[src/rtl/aes_fifo_pkg.sv]
// aes_fifo_pkg: word/block widths and types shared by the AES FIFOs and round core
package aes_fifo_pkg;
  localparam int WORD_W = 32;
  localparam int BLOCK_W = 128;
  localparam int WORDS_PER_BLK = 4;
  typedef logic [WORD_W-1:0] word_t;
  typedef logic [BLOCK_W-1:0] block_t;
endpackage

[src/rtl/fifo_out_if.sv]
// fifo_out_if: block-write / word-read bus of the output FIFO; FIFO_OUT_ERR_EN adds sticky error flags and their clear
interface fifo_out_if #(parameter int DEPTH = 2);
  import aes_fifo_pkg::*;
  localparam int CW = $clog2(4 * DEPTH) + 1;
  logic write_en;
  block_t data_in;
  logic read_en;
  word_t data_out;
  logic fifo_empty;
  logic fifo_full;
  logic [CW-1:0] words_avail;
`ifdef FIFO_OUT_ERR_EN
  logic err_clr;
  logic overflow;
  logic underflow;
  modport master (output write_en, data_in, read_en, err_clr,
                  input data_out, fifo_empty, fifo_full, words_avail, overflow, underflow);
  modport slave (input write_en, data_in, read_en, err_clr,
                 output data_out, fifo_empty, fifo_full, words_avail, overflow, underflow);
`else
  modport master (output write_en, data_in, read_en,
                  input data_out, fifo_empty, fifo_full, words_avail);
  modport slave (input write_en, data_in, read_en,
                 output data_out, fifo_empty, fifo_full, words_avail);
`endif
endinterface

[src/rtl/fifo_out_store.sv]
// fifo_out_store: DEPTH-entry block register array, one write port and one combinational read port
module fifo_out_store
  import aes_fifo_pkg::*;
#(
  parameter int DEPTH = 2
) (
  input  logic                     clk,
  input  logic                     we,
  input  logic [$clog2(DEPTH)-1:0] waddr,
  input  block_t                   wdata,
  input  logic [$clog2(DEPTH)-1:0] raddr,
  output block_t                   rdata
);
  block_t mem [DEPTH];
  // block contents are left in place on pop and across reset; only pointers track validity
  always_ff @(posedge clk) if (we) mem[waddr] <= wdata;
  // head block presented combinationally for the word mux
  always_comb rdata = mem[raddr];
endmodule

[src/rtl/fifo_out.sv]
// fifo_out: buffers DEPTH 128-bit blocks and serialises them MSW-first as 32-bit words; FIFO_OUT_ERR_EN adds overflow/underflow flags
module fifo_out
  import aes_fifo_pkg::*;
#(
  parameter int DEPTH = 2
) (
  input logic       clk,
  input logic       n_rst,
  fifo_out_if.slave bus
);
  localparam int PW = $clog2(DEPTH);
  localparam int BW = $clog2(DEPTH + 1);
  localparam int CW = $clog2(4 * DEPTH) + 1;
  logic [PW-1:0] wr_ptr, rd_ptr;
  logic [1:0] word_idx, word_nxt;
  logic [BW-1:0] blk_cnt, blk_nxt;
  logic wr_acc, rd_acc, pop;
  block_t head;
  fifo_out_store #(.DEPTH(DEPTH)) u_store (
    .clk  (clk),
    .we   (wr_acc),
    .waddr(wr_ptr),
    .wdata(bus.data_in),
    .raddr(rd_ptr),
    .rdata(head)
  );
  // acceptance uses the registered start-of-cycle flags, so a write while full is dropped even if this cycle frees a slot
  always_comb begin
    wr_acc = bus.write_en && !bus.fifo_full;
    rd_acc = bus.read_en && !bus.fifo_empty;
    pop = rd_acc && word_idx == 2'd3;
    blk_nxt = blk_cnt + BW'(wr_acc) - BW'(pop);
    word_nxt = word_idx + 2'(rd_acc);
  end
  // pointers, counters, popped word and flags; flags are registered from next-state so they track blk_cnt exactly
  always_ff @(posedge clk or negedge n_rst)
    if (!n_rst) begin
      wr_ptr <= '0;
      rd_ptr <= '0;
      word_idx <= '0;
      blk_cnt <= '0;
      bus.data_out <= '0;
      bus.fifo_empty <= 1'b1;
      bus.fifo_full <= 1'b0;
      bus.words_avail <= '0;
    end else begin
      if (wr_acc) wr_ptr <= wr_ptr + PW'(1);
      if (pop) rd_ptr <= rd_ptr + PW'(1);
      word_idx <= word_nxt;
      blk_cnt <= blk_nxt;
      if (rd_acc) bus.data_out <= head[{~word_idx, 5'b0} +: WORD_W];
      bus.fifo_empty <= blk_nxt == '0;
      bus.fifo_full <= blk_nxt == BW'(DEPTH);
      bus.words_avail <= CW'({blk_nxt, 2'b00}) - CW'(word_nxt);
    end
`ifdef FIFO_OUT_ERR_EN
  // sticky error flags; a same-cycle set beats err_clr
  always_ff @(posedge clk or negedge n_rst)
    if (!n_rst) begin
      bus.overflow <= 1'b0;
      bus.underflow <= 1'b0;
    end else begin
      bus.overflow <= (bus.write_en && bus.fifo_full) ? 1'b1 : bus.err_clr ? 1'b0 : bus.overflow;
      bus.underflow <= (bus.read_en && bus.fifo_empty) ? 1'b1 : bus.err_clr ? 1'b0 : bus.underflow;
    end
`endif
endmodule

[src/flat_wrapper.sv]
// flat-port wrapper written by rule: the top's interface ports become plain ports
module fifo_out_flat import aes_fifo_pkg::*;
#(
  parameter int DEPTH = 2
)
  (clk, n_rst, bus_write_en, bus_data_in, bus_read_en, bus_data_out, bus_fifo_empty, bus_fifo_full, bus_words_avail);
  fifo_out_if #(.DEPTH(DEPTH)) bus_i ();
  input logic clk;
  input logic n_rst;
  input wire logic [$bits(bus_i.write_en)-1:0] bus_write_en;
  input wire logic [$bits(bus_i.data_in)-1:0] bus_data_in;
  input wire logic [$bits(bus_i.read_en)-1:0] bus_read_en;
  output wire logic [$bits(bus_i.data_out)-1:0] bus_data_out;
  output wire logic [$bits(bus_i.fifo_empty)-1:0] bus_fifo_empty;
  output wire logic [$bits(bus_i.fifo_full)-1:0] bus_fifo_full;
  output wire logic [$bits(bus_i.words_avail)-1:0] bus_words_avail;
  assign bus_i.write_en = bus_write_en;
  assign bus_i.data_in = bus_data_in;
  assign bus_i.read_en = bus_read_en;
  assign bus_data_out = bus_i.data_out;
  assign bus_fifo_empty = bus_i.fifo_empty;
  assign bus_fifo_full = bus_i.fifo_full;
  assign bus_words_avail = bus_i.words_avail;
  fifo_out #(.DEPTH(DEPTH)) u_core (.clk(clk), .n_rst(n_rst), .bus(bus_i));
endmodule
[config.mk]
export PLATFORM = sky130hd
export DESIGN_NAME = fifo_out_flat
export DESIGN_NICKNAME = d
export VERILOG_FILES = /design/src/rtl/aes_fifo_pkg.sv /design/src/rtl/fifo_out_if.sv /design/src/rtl/fifo_out_store.sv /design/src/rtl/fifo_out.sv /design/src/flat_wrapper.sv
export SDC_FILE = /design/constraint.sdc
export NUM_CORES = 1
export LEC_CHECK = 0
export ABC_AREA = 1
export BUFFER_PORTS_ARGS = -buffer_cell sky130_fd_sc_hd__buf_4
export CORE_MARGIN = 2
export CORE_UTILIZATION = 60
export DETAILED_ROUTE_END_ITERATION = 7
export PLACE_DENSITY = 0.92
export SKIP_CTS_REPAIR_TIMING = 1
export SLEW_MARGIN = 25
export SYNTH_ARGS = -nofsm -noshare
export SYNTH_HDL_FRONTEND = slang
export SYNTH_SLANG_ARGS = --single-unit
[constraint.sdc]
create_clock -name clk -period 15.2 [get_ports clk]
set_clock_uncertainty 0.2 [all_clocks]
set_input_delay 3.04 -clock clk [delete_from_list [all_inputs] [get_ports clk]]
set_output_delay 3.04 -clock clk [all_outputs]
set_load 0.02 [all_outputs]
==> results of run 1 <==
## layout make-up
cell class                      instances  share of cell area
Tap cell                              270              0.0233
Inverter                              114              0.0296
Multi-Input combinational cell        674               0.189
Clock inverter                         20              0.0105
Sequential cell                       299               0.604
Timing Repair Buffer                  177              0.0915
Clock buffer                           33              0.0517
## sequential cells by signal, summed over array words and instances, names as in the netlist
signal                  cells
u_core.blk_cnt              2
u_core.bus.data_out        32
u_core.bus.fifo_empty       1
u_core.u_store.mem        256
u_core.wr_ptr               1
u_core.rd_ptr               1
u_core.word_idx             1
u_core.bus.fifo_full        1
u_core.bus.words_avail      4
## path summary, 6_finish.rpt
| kind | slack, ns | from | to | depth (start not counted) |
|---|---|---|---|---|
| worst min-delay path | 0.28 | u_core.bus.data_out[19] | u_core.bus.data_out[19] | 2 |
| min in group asynchronous | 2.33 | n_rst | u_core.bus.data_out[3] | 1 |
| worst max-delay path | 10.21 | u_core.bus.words_avail[0] | bus_words_avail[0] | 1 |
| max in group asynchronous | 11.97 | n_rst | u_core.rd_ptr | 1 |
| worst max register to register | 11.99 | u_core.rd_ptr | u_core.bus.data_out[1] | 8 |
| worst min register to register | 0.28 | u_core.bus.data_out[19] | u_core.bus.data_out[19] | 2 |
## cell families after synthesis
family	synth area share
flops	0.718
simple gates	0.214
fa+ha+maj	0.00410
buf+inv	0.0589
xor+xnor	0.00502
## per-stage QoR
step                hold WS, ns  power, mW
floorplan                 0.263       1.87
global placement          0.264       2.07
detailed placement        0.266       2.13
CTS                       0.283       2.81
global route              0.307       2.95
finish                    0.282       2.80
## layout by cell type (no fill, tap or decap)
| cell type | synthesis | layout |
|---|---|---|
| inv_2 | 3 | 2 |
| clkinv_1 | 0 | 7 |
| ha_1 | 4 | 4 |
| clkinv_2 | 0 | 8 |
| clkbuf_16 | 0 | 29 |
| bufinv_16 | 0 | 2 |
| dfrtp_1 | 42 | 40 |
| inv_6 | 0 | 1 |
| dfrtp_2 | 0 | 1 |
| clkinvlp_4 | 0 | 3 |
| nand3_1 | 97 | 97 |
| nor2_4 | 1 | 4 |
| xnor2_1 | 3 | 3 |
| dfrtp_4 | 0 | 1 |
| buf_4 | 10 | 177 |
| clkbuf_8 | 0 | 1 |
| xor2_1 | 4 | 4 |
| nand2_1 | 462 | 462 |
| dfstp_2 | 1 | 1 |
| inv_1 | 111 | 111 |
| nor2_1 | 102 | 100 |
| clkbuf_1 | 5 | 3 |
| edfxtp_1 | 256 | 256 |
## power breakdown
part	total, mW	internal [mW]	leakage (nW)	switching (mW)
registers	1.25	1.12	2.90	0.125
logic	0.870	0.280	3.09	0.590
clock network	0.679	0.387	0.440	0.292
total	2.80	1.79	6.43	1.01
## per-layer routing
metal,share of wire,wire length [µm],global-route usage
met1,0.36,9850,0.312
met2,0.52,14000,0.444
met3,0.081,2190,0.0359
met4,0.036,978,0.0981
met5,0,0,0
==> metrics.md, run 1 <==
| Metric | Value |
|---|---|
| Number of sinks on the clock net | `299` |
| Period utilization | `0.328` |
| Root Buffer Master | `clkbuf_16` |
| First-pass GRT wire length | `between 40000 and 50000 µm` |
| Max_cap viols | `0` |
| Synthesized area divided by synthesized cell count | `~11 µm²` |
| Startpoint types | `flip-flop` |
| Cell total after placement | `approximately 1500` |
| Routed via count | `8436` |
| PortBufs | `~170` |
| Number of buffers between clock root and the deepest sink | `3` |
| Final routed wirelength across all metal layers | `~27000 µm` |
| Most used standard cell by instance count after synthesis | `nand2_1` |
| Total nets after synthesis | `1274` |
| Number of global-route vias before repair | `8662` |
| Critical path fanouts, max | `37` |
| Area leader, netlist | `edfxtp_1` |
| Cell types with the highest counts after synthesis | `nand2_1 (462), edfxtp_1 (256), inv_1 (111)` |
| Die Height | `147 µm` |
| Fraction of final layout cells sized beyond drive strength 1 | `0.175` |
| Number of buffers created by CTS | `29` |
| Total of flip-flops plus latches after synthesis | `299` |
| Result of the run | `completed` |
| Endpoints failing hold | `0` |
| Remaining number of nets flagged by the antenna check after routing | `0` |
| Setup total negative slack | `0 ns` |
| Power density normalized to cell area | `193 mW/mm²` |
| Ranking of synthesized cells by area | `edfxtp_1 (63%), nand2_1 (14%), dfrtp_1 (8.6%)` |
| Number of diodes added for antenna fixing | `0` |
| Number of search-and-repair iterations in the first detailed-routing pass | `6` |
| Violation count after the first detailed-routing iteration | `836` |
| Area of the die | `0.0215 mm²` |
| Headroom to the max-slew limit | `0.399` |
| P&R area growth vs syn | `18.9%` |
| Core area | `around 0.020 mm²` |
| Storage cell area | `approximately 0.0088 mm²` |
| Number of cells in the finished layout apart from fillers | `between 1500 and 2000` |
| Boundary Pins | `170` |
| Register area share after synthesis | `0.718` |
| Cell area reported after detailed placement | `0.0136 mm²` |
| Slowest cell on the critical path | `dfrtp_2` |
| Total Nets Final | `1431` |
| Routed wire length per instance | `17.0 µm` |
| Site row count | `52` |
| Via density per instance | `5.32` |
| Min setup slack post-route | `10.21 ns` |
| Kind of capture point of the worst setup path | `output pin` |
| Final Instance Area | `0.0145 mm²` |
| Post-synthesis instance area | `~0.012 mm²` |
| Fill cell count | `1260` |
| Maximum single-stage delay on the critical path | `between 0.9 and 1 ns` |
| Post-synthesis cell count | `1138` |
| Total count of max-transition violations in the final report | `0` |
| Count of unique library cells instantiated by Yosys | `18` |
| Unrepaired setup endpoints after global routing | `false` |
| TritonCTS clock tree | `done` |
| Multi-input gate area in the final layout | `0.00275 mm²` |
| Global placer's final weighted congestion | `approximately 0.77` |
| Endpoint required time on the critical path | `11.96 ns` |
| Arrival time reported for the critical path endpoint | `between 1.5 and 2 ns` |
| Critical path cell sequence | `buf_4` |
| Post-synth top area share | `0.629` |
| Skew-Pair Late Insertion Delay | `roughly 0.53 ns` |
| HP Class | `reg -> reg` |
| Syn. warnings | `0` |
| Buf/Inv on CP | `1` |
| Max Fclk | `roughly 200 MHz` |
| FFs w/ async S/R, synth | `0.144` |
| Clock-pin slew of the registers on the worst-case setup and hold paths | `0.06 ns` |
| Utilization of the core after routing | `0.722` |
| Measured slew at the worst slew-check pin | `0.900 ns` |
| DR DRC count | `0` |
| Place WS | `9.70 ns` |
| Critical setup path kind | `reg -> out` |
| GRT Residual Overflow | `0` |
| Final setup violation count | `0` |
| X dimension of the die | `between 100 and 150 µm` |
| Antenna violations before repair | `0` |
| Post-layout minimum cycle time | `4.99 ns` |
| Global router's overall resource usage | `0.250` |
| Maximum number of pins on one net before global-route repair | `83` |
| Detailed Place HPWL | `16800 µm` |
| H-tree depth | `1` |
| EDFF count, synth | `~260` |
| Most instantiated flip-flop cell in the synthesis netlist | `edfxtp_1` |
| Crit path max-delay family | `flip-flops` |
| Worst voltage drop across the vdd grid | `0.000128 V` |
| Total leakage power | `6.43 nW` |
| Initial core utilization | `0.608` |
No activity file was read; power rests on OpenSTA's default activity.
==> run 2, diff against run 1 <==
--- a/config.mk
+++ b/config.mk
@@ -8,9 +8,9 @@
 export ABC_AREA = 1
 export BUFFER_PORTS_ARGS = -buffer_cell sky130_fd_sc_hd__buf_4
 export CORE_MARGIN = 2
-export CORE_UTILIZATION = 60
+export CORE_UTILIZATION = 57
 export DETAILED_ROUTE_END_ITERATION = 7
-export PLACE_DENSITY = 0.92
+export PLACE_DENSITY = 0.88
 export SKIP_CTS_REPAIR_TIMING = 1
 export SLEW_MARGIN = 25
 export SYNTH_ARGS = -nofsm -noshare
==> constraint.sdc (replaced) <==
create_clock -name clk -period 5.2 [get_ports clk]
set_clock_uncertainty 0.2 [all_clocks]
set_input_delay 1.04 -clock clk [delete_from_list [all_inputs] [get_ports clk]]
set_output_delay 1.04 -clock clk [all_outputs]
set_load 0.02 [all_outputs]
==> run 2 against run 1 <==
Effect of this change: power grew to 2.9 times the previous value; clock-buffer cell count is 11 higher; routed wire length is 1.5% higher; die area is 5.1% higher; first-iteration DRC count is 7.8% lower; setup slack worse by 8.2 ns; register-to-register slack worse by 10 ns; clock power grew to 2.8 times the previous value; critical path type is now reg -> reg; largest cell class unchanged.
==> metrics.md, run 2 (same netlist as run 1, synthesis figures left out) <==
| Metric | Value |
|---|---|
| Root Buffer Master | `clkbuf_16` |
| Number of global-route vias before repair | `8537 (-1.4%)` |
| Max_cap viols | `0 (unchanged)` |
| Endpoint required time on the critical path | `5.42 ns (-6.54 ns)` |
| DR DRC count | `0 (unchanged)` |
| Critical path fanouts, max | `78 (+110%)` |
| TritonCTS clock tree | `done` |
| Power density normalized to cell area | `561 mW/mm² (+190%)` |
| Largest register FFs | `256 (unchanged)` |
| Total Nets Final | `1433 (+0.14%)` |
| Antenna violations before repair | `1 (+1)` |
| Core area | `0.0210 mm² (+4.6%)` |
| Skew-Pair Late Insertion Delay | `0.54 ns (about the same)` |
| Area of the die | `0.0226 mm² (+5.1%)` |
| H-tree depth | `1 (unchanged)` |
| Number of cells in the finished layout apart from fillers | `1595 (+0.50%)` |
| Routed via count | `8473 (+0.44%)` |
| Fill cell count | `1439 (+14%)` |
| PortBufs | `169 (unchanged)` |
| Critical path cell sequence | `clkinv_2 -> buf_4 -> nand2_1 -> nand2_1 -> nand2_1 -> nand3_1 -> nand2_1 -> nand2_1` |
| Endpoints failing hold | `0 (unchanged)` |
| Total count of max-transition violations in the final report | `0 (unchanged)` |
| Unrepaired setup endpoints after global routing | `false` |
| Critical setup path kind | `reg -> reg` |
| Biggest registers after layout | `u_core.u_store.mem: 256 flops, u_core.bus.data_out: 32 flops, u_core.bus.words_avail: 4 flops` |
| Clock-pin slew of the registers on the worst-case setup and hold paths | `0.06 ns (about the same)` |
| Multi-input gate area in the final layout | `0.00275 mm² (unchanged)` |
| Via density per instance | `5.31 (about the same)` |
| Final routed wirelength across all metal layers | `27400 µm (+1.5%)` |
| Initial core utilization | `0.581 (-0.0265)` |
| Remaining number of nets flagged by the antenna check after routing | `0 (unchanged)` |
| Cell repeated most along the worst path | `nand2_1` |
| Storage cell area | `0.00877 mm² (unchanged)` |
| Period utilization | `0.619` |
| Maximum number of pins on one net before global-route repair | `86 (+3.6%)` |
| Detailed Place HPWL | `16500 µm (-2.0%)` |
| Total leakage power | `6.43 nW (about the same)` |
| Number of sinks on the clock net | `299 (unchanged)` |
| Cell total after placement | `1541 (+0.46%)` |
| Die Height | `150 µm (+2.5%)` |
| Boundary Pins | `170 (unchanged)` |
| First-pass GRT wire length | `42900 µm (+1.5%)` |
| Number of buffers created by CTS | `29 (unchanged)` |
| Maximum single-stage delay on the critical path | `0.97 ns (+0.03 ns)` |
| Max Fclk | `311 MHz` |
| Arrival time reported for the critical path endpoint | `3.44 ns (+1.69 ns)` |
| Slowest cell on the critical path | `dfrtp_4` |
| HP Class | `reg -> reg` |
| Headroom to the max-slew limit | `0.358 (-0.0411)` |
| P&R area growth vs syn | `18.8% (about the same)` |
| Violation count after the first detailed-routing iteration | `771 (-7.8%)` |
| Final setup violation count | `0 (unchanged)` |
| X dimension of the die | `150 µm (+2.5%)` |
| Global placer's final weighted congestion | `0.805 (+4.5%)` |
| Fraction of final layout cells sized beyond drive strength 1 | `0.174 (-0.000265)` |
| Number of search-and-repair iterations in the first detailed-routing pass | `8 (+2)` |
| Commonest cells after routing, fill and taps aside | `nand2_1 (462), edfxtp_1 (256), buf_4 (179), inv_1 (110), nor2_1 (100)` |
| Most common cell after layout, fill and taps aside | `nand2_1` |
| Number of buffers between clock root and the deepest sink | `3 (unchanged)` |
| Post-layout minimum cycle time | `3.22 ns` |
| Routed wire length per instance | `17.2 µm (+1.0%)` |
| Total power of the final layout | `8.14 mW (+190%)` |
| Global router's overall resource usage | `0.247 (-0.00347)` |
| Site row count | `53 (+1.9%)` |
| Startpoint types | `flip-flop` |
| Kind of capture point of the worst setup path | `flip-flop` |
| Register bank with the most flops | `u_core.u_store.mem` |
| Result of the run | `completed` |
| Worst voltage drop across the vdd grid | `0.000342 V (+170%)` |
| GRT Residual Overflow | `0 (unchanged)` |
| Measured slew at the worst slew-check pin | `0.964 ns (+0.0638 ns)` |
run 2: cell types whose count changed in the layout (fill, tap and decap cells not counted):
cell / change
clkinvlp_4: -3
inv_1: -1
buf_4: +2
diode_2: +1
inv_6: -1
bufinv_16: -2
clkbuf_1: +7
clkinv_1: -4
clkbuf_8: +4
run 2: worst max-delay path, delay by kind of cell, from the launching register on:
kind          cells  cell delay (ns)
buf+inv           2             1.33
flops             1             0.97
simple gates      6             0.57
run 2: power breakdown:
part	leakage (nW)	internal (mW)	switching, mW
sequential	2.90	3.29	0.333
clock	0.436	1.09	0.830
combinational	3.09	0.826	1.77
total	6.43	5.21	2.93
run 2: metal layers:
metal	GRT usage	vias up	part of all wire
met1	0.321	4020	0.38
li1	-	3965	-
met5	0	-	0
met2	0.425	416	0.50
met4	0.0858	0	0.036
met3	0.0388	72	0.086
run 2: final cells by class:
cell class,count,share of cell area
Sequential cell,299,0.604
Multi-Input combinational cell,674,0.190
Timing Repair Buffer,179,0.0926
Clock buffer,44,0.0573
Inverter,114,0.0296
Tap cell,275,0.0237
Clock inverter,9,0.00293
Antenna cell,1,0.000172
run 2: final timing paths:
| check | from | endpoint | slack (ns) | depth (start not counted) |
|---|---|---|---|---|
| max | u_core.rd_ptr | u_core.bus.data_out[13] | 1.98 | 8 |
| min | u_core.bus.data_out[17] | u_core.bus.data_out[17] | 0.28 | 2 |
| max reg2reg | u_core.rd_ptr | u_core.bus.data_out[13] | 1.98 | 8 |
| min reg2reg | u_core.bus.data_out[17] | u_core.bus.data_out[17] | 0.28 | 2 |
| max in group asynchronous | n_rst | u_core.rd_ptr | 3.95 | 1 |
| min in group asynchronous | n_rst | u_core.bus.data_out[2] | 0.35 | 1 |
run 2: stage by stage:
step	utilization	setup TNS, ns	hold WS [ns]	setup WS, ns	instance area (µm²)
6_report	0.690	0	0.280	1.98	14500
4_1_cts	0.690	0	0.283	2.02	14500
5_1_grt	0.690	0	0.299	1.78	14500
3_3_place_gp	0.649	0	0.263	2.06	13600
2_1_floorplan	-	-26.54	0.281	-0.104	12200
3_5_place_dp	0.649	0	0.266	1.94	13600
==> run 3, diff against run 2 <==
==> constraint.sdc (replaced) <==
create_clock -name clk -period 3.3 [get_ports clk]
set_clock_uncertainty 0.2 [all_clocks]
set_input_delay 0.66 -clock clk [delete_from_list [all_inputs] [get_ports clk]]
set_output_delay 0.66 -clock clk [all_outputs]
set_load 0.02 [all_outputs]
==> run 3 against run 2 <==
Effect of this change: the flow now finishes with violations (hold timing); die area stayed put; critical path depth stayed put; critical endpoint is now u_core.bus.data_out[22]; first-iteration DRC count is 13% lower; maximum frequency is 46% higher; power is 61% higher; utilization is 0.77 points higher.
==> metrics.md, run 3 (same netlist as run 1, synthesis figures left out) <==
| Metric | Value |
|---|---|
| Result of the run | `finished with violations` |
| Violations in the final reports | `hold timing` |
| Number of diodes added for antenna fixing | `0 (-1)` |
| Kind of capture point of the worst setup path | `flip-flop` |
| Most common cell after layout, fill and taps aside | `nand2_1` |
| Headroom to the max-slew limit | `0.393 (+0.0349)` |
| Net switching share of the total power | `0.351 (-0.00892)` |
| Switching pwr | `4.61 mW (+57%)` |
| Fraction of final layout cells sized beyond drive strength 1 | `0.178 (+0.00325)` |
| Worst flop-to-flop path startpoint | `u_core.rd_ptr` |
| Number of search-and-repair iterations in the first detailed-routing pass | `5 (-3)` |
| Global router's overall resource usage | `0.236 (-0.0103)` |
| Maximum number of pins on one net before global-route repair | `104 (+21%)` |
| Post-layout minimum cycle time | `2.21 ns (-1.01 ns)` |
| Root Buffer Master | `clkbuf_16` |
| Skew-Pair Late Insertion Delay | `0.54 ns (about the same)` |
| Fill cell count | `1411 (-1.9%)` |
| Arrival time reported for the critical path endpoint | `2.42 ns (-1.02 ns)` |
| Routed via count | `8361 (-1.3%)` |
| Number of global-route vias before repair | `8240 (-3.5%)` |
| Uppermost metal layer occupied by signal nets | `met5` |
| Total leakage power | `6.49 nW (+1.0%)` |
| X dimension of the die | `150 µm (unchanged)` |
| Site row count | `53 (unchanged)` |
| Total Nets Final | `1436 (+0.21%)` |
| Endpoints failing hold | `42 (+42)` |
| Final Instance Area | `0.0147 mm² (+1.1%)` |
| Boundary Pins | `170 (unchanged)` |
| Via density per instance | `5.23 (-1.5%)` |
| Largest register FFs | `256 (unchanged)` |
| Slowest cell on the critical path | `clkinv_2` |
| Maximum single-stage delay on the critical path | `0.54 ns (-0.43 ns)` |
| GRT Residual Overflow | `0 (unchanged)` |
| Critical path fanouts, max | `50 (-36%)` |
| Number of sinks on the clock net | `299 (unchanged)` |
| Period utilization | `0.669 (+0.0500)` |
| Routed wire length on met2 | `13800 µm (+0.63%)` |
| PortBufs | `169 (unchanged)` |
| Cell area reported after detailed placement | `0.0137 mm² (+0.49%)` |
| Detailed Place HPWL | `16200 µm (-1.9%)` |
| Min setup slack post-route | `1.09 ns (-0.890 ns)` |
| Final worst hold slack | `-0.0349 ns (-0.315 ns)` |
| First-pass GRT wire length | `41100 µm (-4.4%)` |
| Met1 WL | `10100 µm (-2.4%)` |
| Unrepaired setup endpoints after global routing | `false` |
| Critical setup path kind | `reg -> reg` |
| H-tree depth | `1 (unchanged)` |
| Commonest cells after routing, fill and taps aside | `nand2_1 (462), edfxtp_1 (256), buf_4 (178), inv_1 (109), nor2_1 (99)` |
| Biggest registers after layout | `u_core.u_store.mem: 256 flops, u_core.bus.data_out: 32 flops, u_core.bus.words_avail: 4 flops` |
| Max_cap viols | `0 (unchanged)` |
| Number of buffers created by CTS | `30 (+3.4%)` |
| Storage cell area | `0.00877 mm² (unchanged)` |
| Number of buffers between clock root and the deepest sink | `3 (unchanged)` |
| Global placer's final weighted congestion | `0.777 (-3.6%)` |
| Remaining number of nets flagged by the antenna check after routing | `0 (unchanged)` |
| Startpoint types | `flip-flop` |
| Setup total negative slack | `0 ns (unchanged)` |
| Measured slew at the worst slew-check pin | `0.911 ns (-0.0523 ns)` |
| Crit path max-delay family | `buffers and inverters` |
| Area of the die | `0.0226 mm² (unchanged)` |
| Total count of max-transition violations in the final report | `0 (unchanged)` |
| Cell internal pwr | `8.51 mW (+63%)` |
| Initial core utilization | `0.581 (unchanged)` |
| Place WS | `0.905 ns (-1.03 ns)` |
| Final setup violation count | `0 (unchanged)` |
| Violation count after the first detailed-routing iteration | `674 (-13%)` |
| DR DRC count | `0 (unchanged)` |
| Endpoint required time on the critical path | `3.51 ns (-1.91 ns)` |
| Worst voltage drop across the vdd grid | `0.000619 V (+81%)` |
| Buf/Inv on CP | `2 (unchanged)` |
| TritonCTS clock tree | `done` |
| Die Height | `150 µm (unchanged)` |
| Routed length on met3 | `2090 µm (-11%)` |
| Clock-pin slew of the registers on the worst-case setup and hold paths | `0.06 ns (about the same)` |
| Power density normalized to cell area | `894 mW/mm² (+59%)` |
| Final routed wirelength across all metal layers | `26700 µm (-2.4%)` |
| Portion of total power attributed to sequential cells | `0.421 (-0.024)` |
| Worst reg2reg setup slack | `1.09 ns (-0.89 ns)` |
| Clock network fraction of design power | `0.252 (+0.016)` |
| Multi-input gate area in the final layout | `0.00276 mm² (+0.27%)` |
| P&R area growth vs syn | `20.2%` |
| Cell repeated most along the worst path | `nand2_1` |
| Part of the total power dissipated in combinational logic | `0.327 (+0.008)` |
| CP startpoint | `u_core.rd_ptr` |
| Antenna violations before repair | `1 (unchanged)` |
| Max Fclk | `453 MHz (+46%)` |
| Critical path cell sequence | `clkinv_2 -> buf_12 -> nand2_1 -> nand3_1 -> nand2_1 -> nor2_1 -> nand2_1 -> nand2_1` |
| Routed wire length per instance | `16.7 µm (-2.6%)` |
| HP Class | `in -> async` |
| Register bank with the most flops | `u_core.u_store.mem` |
| Core area | `0.0210 mm² (unchanged)` |
run 3: power by group through the flow:
| stage | clock [mW] | combinational, mW | sequential, mW |
|---|---|---|---|
| finish | 3.30 | 4.29 | 5.52 |
| global route | 3.49 | 4.79 | 5.59 |
| CTS | 3.35 | 4.32 | 5.52 |
| detailed placement | 0 | 4.28 | 5.58 |
| global placement | 0 | 4.09 | 5.54 |
| floorplan | 0 | 2.71 | 5.79 |
run 3: layout make-up:
cell class                 count  area share
tap                          275      0.0234
clock buffer                  47      0.0604
inverter                     114      0.0298
clock inverter                 8     0.00588
multi-input combinational    674       0.188
timing repair buffer         181      0.0951
sequential                   299       0.597
run 3: worst paths after layout:
check                                             to  cells after the start
setup / recovery             u_core.bus.data_out[22]                      8
hold / removal               u_core.bus.data_out[21]                      1
setup reg to reg             u_core.bus.data_out[22]                      8
hold reg to reg              u_core.bus.data_out[10]                      2
max in group asynchronous              u_core.rd_ptr                      1
min in group clk           u_core.u_store.mem[1][74]                      1
run 3: through the flow:
stage	utilization	instances	power, mW	hold WS (ns)
final	0.698	1598	13.1	-0.0349
after detailed placement	0.652	1543	9.86	0.268
after CTS	0.698	1598	13.2	-0.0348
after global routing	0.698	1598	13.9	0.000941
after floorplan	-	1138	8.50	0.164
after global placement	0.652	1543	9.63	0.263
run 3: layer usage:
metal | global-route usage | vias to the layer above
li1 | - | 3973
met3 | 0.0415 | 62
met1 | 0.296 | 3953
met4 | 0.0755 | 2
met5 | 0 | -
met2 | 0.420 | 371
